$ cat src/rtl/linebuf_ctrl.sv
// linebuf_ctrl: double-buffered scanline draw/clear controller; define LINEBUF_OVERRUN_CNT_EN for the overrun_cnt output.
module linebuf_ctrl #(
  parameter int         LINE_WORDS = 80,
  parameter logic [8:0] BG_COLOUR  = 9'h000
) (
  input  logic        clk_draw,
  input  logic        rst_draw,
  input  logic        line_start,
  input  logic [8:0]  scan_word,
  input  logic        draw_done,
  input  logic        wr_valid,
  input  logic [8:0]  wr_addr,
  input  logic [7:0]  wr_mask,
  input  logic [71:0] wr_colour,
  output logic        wr_ready,
  output logic        draw_start,
  output logic        buffsel_draw,
  output logic [8:0]  addr_on_draw,
  output logic        we_on_draw,
  output logic [71:0] colour_on_draw,
  output logic [8:0]  addr_off_draw,
  output logic [7:0]  we_off_draw,
  output logic [71:0] colour_off_draw,
  output logic        overrun,
  output logic        clr_err
`ifdef LINEBUF_OVERRUN_CNT_EN
  ,
  output logic [15:0] overrun_cnt
`endif
);
  localparam logic [1:0] S_IDLE = 2'd0, S_DRAW = 2'd1, S_WAIT = 2'd2;
  localparam logic [0:0] C_IDLE = 1'b0, C_RUN = 1'b1;
  localparam logic [8:0] LAST = 9'(LINE_WORDS - 1);
  logic [1:0]  state_q, state_d;
  logic [0:0]  clr_q, clr_d;
  logic [8:0]  ptr_q, ptr_d;
  logic        buffsel_q, buffsel_d, draw_start_q, draw_start_d;
  logic        overrun_q, overrun_d, clr_err_q, clr_err_d;
  logic [7:0]  we_off_q, we_off_d;
  logic [8:0]  addr_off_q, addr_off_d;
  logic [71:0] colour_off_q, colour_off_d;
  logic        clr_we, acc;
  // the clear trails the reader so it never wipes a word still to be displayed
  assign clr_we = (clr_q == C_RUN) && (ptr_q < scan_word);
  assign wr_ready = (state_q == S_DRAW) && !draw_start_q && !line_start;
  assign acc = wr_valid && wr_ready;
  always_comb begin
    state_d = line_start ? S_DRAW : (state_q == S_DRAW && draw_done) ? S_WAIT : state_q;
    buffsel_d = buffsel_q ^ line_start;
    draw_start_d = line_start;
    overrun_d = line_start && (state_q == S_DRAW);
    clr_err_d = line_start && (clr_q == C_RUN);
    clr_d = line_start ? C_RUN : (clr_we && ptr_q == LAST) ? C_IDLE : clr_q;
    ptr_d = line_start ? 9'd0 : (clr_we && ptr_q != LAST) ? ptr_q + 9'd1 : ptr_q;
    we_off_d = acc ? wr_mask : 8'h00;
    addr_off_d = acc ? wr_addr : addr_off_q;
    colour_off_d = acc ? wr_colour : colour_off_q;
  end
  always_ff @(posedge clk_draw) begin
    if (rst_draw) begin
      state_q <= S_IDLE;
      clr_q <= C_IDLE;
      ptr_q <= '0;
      buffsel_q <= 1'b0;
      draw_start_q <= 1'b0;
      overrun_q <= 1'b0;
      clr_err_q <= 1'b0;
      we_off_q <= '0;
      addr_off_q <= '0;
      colour_off_q <= '0;
    end else begin
      state_q <= state_d;
      clr_q <= clr_d;
      ptr_q <= ptr_d;
      buffsel_q <= buffsel_d;
      draw_start_q <= draw_start_d;
      overrun_q <= overrun_d;
      clr_err_q <= clr_err_d;
      we_off_q <= we_off_d;
      addr_off_q <= addr_off_d;
      colour_off_q <= colour_off_d;
    end
  end
  assign draw_start = draw_start_q;
  assign buffsel_draw = buffsel_q;
  assign overrun = overrun_q;
  assign clr_err = clr_err_q;
  assign addr_on_draw = ptr_q;
  assign we_on_draw = clr_we;
  assign colour_on_draw = clr_we ? {8{BG_COLOUR}} : 72'd0;
  assign addr_off_draw = addr_off_q;
  assign we_off_draw = we_off_q;
  assign colour_off_draw = colour_off_q;
`ifdef LINEBUF_OVERRUN_CNT_EN
  logic [15:0] cnt_q, cnt_d;
  always_comb cnt_d = (overrun_d && cnt_q != 16'hFFFF) ? cnt_q + 16'd1 : cnt_q;
  always_ff @(posedge clk_draw) begin
    if (rst_draw) cnt_q <= '0;
    else cnt_q <= cnt_d;
  end
  assign overrun_cnt = cnt_q;
`endif
endmodule

$ cat config.mk
export PLATFORM = sky130hd
export DESIGN_NAME = linebuf_ctrl
export DESIGN_NICKNAME = d
export VERILOG_FILES = /design/src/rtl/linebuf_ctrl.sv
export SDC_FILE = /design/constraint.sdc
export NUM_CORES = 1
export LEC_CHECK = 0
export BUFFER_PORTS_ARGS = -buffer_cell sky130_fd_sc_hd__buf_4
export CAP_MARGIN = 20
export CORE_AREA = 2 2 109 111
export DETAILED_ROUTE_END_ITERATION = 10
export DIE_AREA = 0 0 111 113
export PLACE_DENSITY = 0.71
export SLEW_MARGIN = 20
export SYNTH_ARGS = -nofsm -noshare
export SYNTH_HDL_FRONTEND = slang
export SYNTH_SLANG_ARGS = --single-unit
$ cat constraint.sdc
create_clock -name clk_draw -period 4.4 [get_ports clk_draw]
set_input_delay 0.44 -clock clk_draw [delete_from_list [all_inputs] [get_ports clk_draw]]
set_output_delay 0.44 -clock clk_draw [all_outputs]
set_load 0.01 [all_outputs]
Yosys cells after proc, flatten, opt, wreduce, memory -nomap -nowiden
Cells that the tools add are included.
{"block": "op_classes", "n_reduce_logical": 15, "muxes": 4, "bitwise": 2, "eq_ne": 3, "order_cmp": 1, "addsub": 1}
{"cell": "adder 9 x 1 -> 9 bit (second input constant)", "count": 1}
{"cell": "equality test 9 x 7 -> 1 bit (second input constant)", "count": 1}
{"cell": "logical AND 1 bit", "count": 9}
{"cell": "< comparator 9 bit", "count": 1}
{"cell": "inequality test 9 x 7 -> 1 bit (second input constant)", "count": 1}
{"cell": "two-way mux 1 bit", "count": 4}
{"cell": "nonzero test 2 bit", "count": 2}
{"cell": "OR reduction 2 bit", "count": 2}
{"cell": "equality test 2 x 1 -> 1 bit (second input constant)", "count": 1}
{"cell": "zero test 1 bit", "count": 2}
{"cell": "inverter 1 bit", "count": 1}
{"cell": "bitwise XOR 1 bit", "count": 1}
{"block": "word_totals", "reg_bits": 105}

Logic depth before layout (Yosys ltp)
{"block": "logic_depth", "word_depth": 6, "depth_mapped": 8}

Least setup slack after synthesis
No wires, ideal clock.
{"block": "synth_path", "kind": "input to output", "start": "input scan_word[4]", "end": "output we_on_draw", "path_slack_ps": 2280, "path_buffers": 1, "arrival_ps": 1680, "required_ps": 3960, "path_stages": 7, "cell_sequence": "inv_1 ha_1 o21ai_0 a211o_1 o221ai_2 buf_2 nor2_1"}
{"block": "synth_between", "elab_chain_cells": 2}
{"item": "from (decl)", "line_no": "9", "source": "input logic [8:0] scan_word,"}
{"item": "< comparator 9 bit", "line_no": "44", "source": "assign clr_we = (clr_q == C_RUN) && (ptr_q < scan_word);"}
{"item": "logical AND 1 bit", "line_no": "44"}
{"item": "to (decl)", "line_no": "19", "source": "output logic we_on_draw,"}
Every way passes these cells.

Final worst setup path
{"block": "layout_path", "start": "register ptr_q[3], in the netlist addr_on_draw[3]", "end": "output we_on_draw"}
{"block": "layout_between", "elab_chain_cells": 2}
{"item": "from (decl)", "line_no": "36", "source": "logic [8:0] ptr_q, ptr_d;"}
{"item": "from (signal assigned)", "line_no": "74", "source": "ptr_q <= ptr_d;"}
{"item": "< comparator 9 bit", "line_no": "44"}
{"item": "logical AND 1 bit", "line_no": "44"}
Every way passes these cells.

==> run_results.csv <==
group,metric,value,unit
pwr,pwr-share-clk,42.8,%
placed_design,dpl_worst_slack,1850,ps
timing,fmax,368,MHz
clock_network,htree_num_levels,3,
worst_hold_path,hold_depth,2,
timing,tns,0,ps
clock_network,clk_latency,340,ps
synth,synth_edf_count,0,
pwr,power_switching,0.459,mW
critical_path,crit_required,3960,ps
synth,ys_async_sr_fraction,0,%
pwr,switching_share,22.1,%
synth,syn_area_per_cell,8.02,sq um
timing,postLayoutSetupSlackWorst,1680,ps
clock_network,cts-root-buf,"clkbuf_16",
critical_path,r2r-end,"colour_off_draw[13]",
pwr,combPwrFrac,9.8,%
timing,hold_violations,0,
clock_network,clock_path_buffers,2,
floorplan,start_util,39.5,%
critical_path,criticalPathCategory,"reg2out",
timing,fin_skew,8.20,ps
worst_hold_path,hp-start,"wr_mask[4]",
timing,slew_headroom,38.8,%
pwr,power.density,338,mW/mm^2
placed_design,dp_hpwl,8270,um
critical_path,worst-path-max-fanout,16,
final_layout,n_antenna_cell,0,
global_route,grt_pass1_wl,18000,um
global_route,gr-usage-all-layers,17.5,%
global_route,grt_pass1_vias,3881,
global_route,overflow,0,
route,wl_per_cell,12.6,um
placed_design,io_buffers,206,
critical_path,r2r_start,"state_q[1]",
synth,synth_ff_type,"dfxtp_1",
worst_hold_path,holdPathEnd,"we_off_draw[4]",
floorplan,die-height,113,um
final_layout,final_nets,855,
clock_network,clk_pin_slew,70,ps
floorplan,die_w,111,um
pwr,power_leakage,2.76,nW
timing,finalCriticalPeriod,2720,ps
clock_network,numCtsBuffers,9,
clock_network,cts.sinks,105,
synth,synth-seq-cells,105,
route,dr.pass1.iters,4,
floorplan,design.die.area,0.0125,sq mm
critical_path,cp-end-kind,"primary output",
timing,slew_violations,0,
route,vias,4049,
route,postRouteAntennaNets,0,
clock_network,postCtsSetupBuffers,0,
timing,tightest_slew,918,ps
timing,rsz0062_at_grt,"no",
synth,yosysSeqAreaShare,47.2,%
critical_path,cp.arrival,2280,ps
route,drc,0,
synth,synth_area,0.00445,sq mm
synth,synth_cell_types,34,
route,viasPerCell,4.54,
synth,synthCells,555,
floorplan,core_area,0.0113,sq mm
run_status,status,"finished, final reports clean",
clock_network,tritoncts,"built",
critical_path,critPathLaunchType,"flip-flop",
critical_path,reg2reg_depth,5,
worst_hold_path,hp-class,"in2reg",
pwr,power.share.sequential,47.4,%
global_route,antenna_found_initial,0,
floorplan,std_cell_rows,39,
critical_path,r2r_slack,2110,ps
final_layout,drive_above_1_share,31.0,%
floorplan,io_pins,279,
timing,setup_viol,0,
final_layout,area_growth,37.9,%
run,maxCapViolCount,0,
pwr,p_int,1.61,mW
timing,period_share,61.8,%
route,drt-initial-drc-count,159,
global_route,grt_max_degree,92,
clock_network,cts_resized,0,
route,routed_wl,11200,um
placed_design,gp_congestion,0.887,
pwr,ir_drop,0.223,mV
synth,synth_warnings,0,
clock_network,holdBufCountCts,0,
[cell type report]
type / instances / area, sq um
Inverter: 15 / 56.3
Clock buffer: 12 / 267
Fill cell: 1059 / 5140
Timing Repair Buffer: 208 / 1560
Clock inverter: 4 / 73.8
Tap cell: 143 / 179
Multi-Input combinational cell: 404 / 1900
Sequential cell: 105 / 2100
[registers in the layout (all words and copies together), names as in the netlist]
name / count
clr_err: 1
state_q: 2
colour_off_draw: 72
overrun: 1
buffsel_draw: 1
addr_on_draw: 9
clr_q: 1
draw_start: 1
addr_off_draw: 9
we_off_draw: 8
[cells by family after synthesis]
| logic type | count (synthesis) | synth area share (%) |
|---|---|---|
| and+or+nand+nor | 211 | 20.0 |
| buffers and inverters | 117 | 16.2 |
| AOI/OAI and AO/OA | 109 | 13.3 |
| DFF | 105 | 47.2 |
| adders and majority gates | 9 | 2.53 |
| muxes | 2 | 0.450 |
| other | 1 | 0.0843 |
| xor gates and xnor gates | 1 | 0.197 |
[cells in the final DEF, fill, tap and decap left out, types with 2 or more instances in the layout]
master | Yosys | routed
buf_4 | 72 | 208
nand2_1 | 171 | 170
bufinv_16 | 0 | 2
nand4_1 | 2 | 2
dfxtp_1 | 105 | 105
a21oi_1 | 93 | 93
nor2_1 | 7 | 7
inv_1 | 15 | 15
ha_1 | 9 | 9
o21ai_0 | 5 | 5
clkbuf_16 | 0 | 9
or4_1 | 4 | 4
nand3_1 | 6 | 6
clkbuf_8 | 0 | 3
conb_1 | 1 | 72
or3_1 | 3 | 3
mux2i_1 | 2 | 2
o31ai_1 | 5 | 5
and2_1 | 9 | 8
[power by group through the flow]
| stage | sequential, mW | clock, mW | combinational [mW] |
|---|---|---|---|
| 2_1_floorplan | 1.01 | 0 | 0.131 |
| 3_3_place_gp | 1.00 | 0 | 0.200 |
| 3_5_place_dp | 1.00 | 0 | 0.203 |
| 4_1_cts | 0.981 | 0.911 | 0.204 |
| 5_1_grt | 0.983 | 0.951 | 0.225 |
| 6_report | 0.981 | 0.887 | 0.203 |
[critical path, stage by stage, from the launching register on]
cell and delay (ps):
dfxtp_1 470, ha_1 240, o21ai_0 100, a211o_1 320
o221ai_2 530, nor2_1 100, buf_4 170
[through the flow]
| stage | instances | hold slack [ps] | cell area, sq um | utilization, % | power, mW |
|---|---|---|---|---|---|
| CTS | 891 | 286 | 6140 | 54.4 | 2.10 |
| finish | 891 | 300 | 6140 | 54.4 | 2.07 |
| detailed placement | 875 | 448 | 5800 | 51.4 | 1.21 |
| floorplan | 626 | 463 | 4720 | - | 1.14 |
| global placement | 875 | 443 | 5800 | 51.4 | 1.20 |
| global route | 891 | 280 | 6140 | 54.4 | 2.16 |
[cells in the mapped netlist (2+ instances only)]
master	number	area, sq um
ha_1	9	113
o21ai_0	5	25.0
dfxtp_1	105	2100
buf_2	10	50.1
or4_1	4	30.0
nand4_1	2	12.5
buf_4	72	541
nor2_1	7	26.3
nand2_1	171	642
inv_1	15	56.3
clkbuf_1	20	75.1
and2_1	9	56.3
o31ai_1	5	37.5
mux2i_1	2	20.0
nand3_1	6	30.0
a21oi_1	93	465
or3_1	3	18.8
[routing by layer]
metal / up-vias / global-route usage [%] / wire, um
li1: 2029 / - / -
met1: 1818 / 19.0 / 4320
met2: 186 / 31.3 / 5670
met3: 16 / 6.75 / 982
met4: 0 / 6.33 / 212
met5: - / 0 / 0
[how the worst max path moves through the flow]
| stage | from | cells after the start | to | slack (ps) |
|---|---|---|---|---|
| finish | addr_on_draw[3] | 6 | we_on_draw | 1680 |
| global route | addr_on_draw[3] | 6 | we_on_draw | 1510 |
| CTS | addr_on_draw[3] | 6 | we_on_draw | 1670 |
| detailed placement | line_start | 6 | colour_off_draw[13] | 1850 |
| global placement | line_start | 6 | addr_off_draw[5] | 1950 |
| floorplan | scan_word[4] | 7 | we_on_draw | 2280 |
Note: power is estimated with default switching activity, not from simulation.
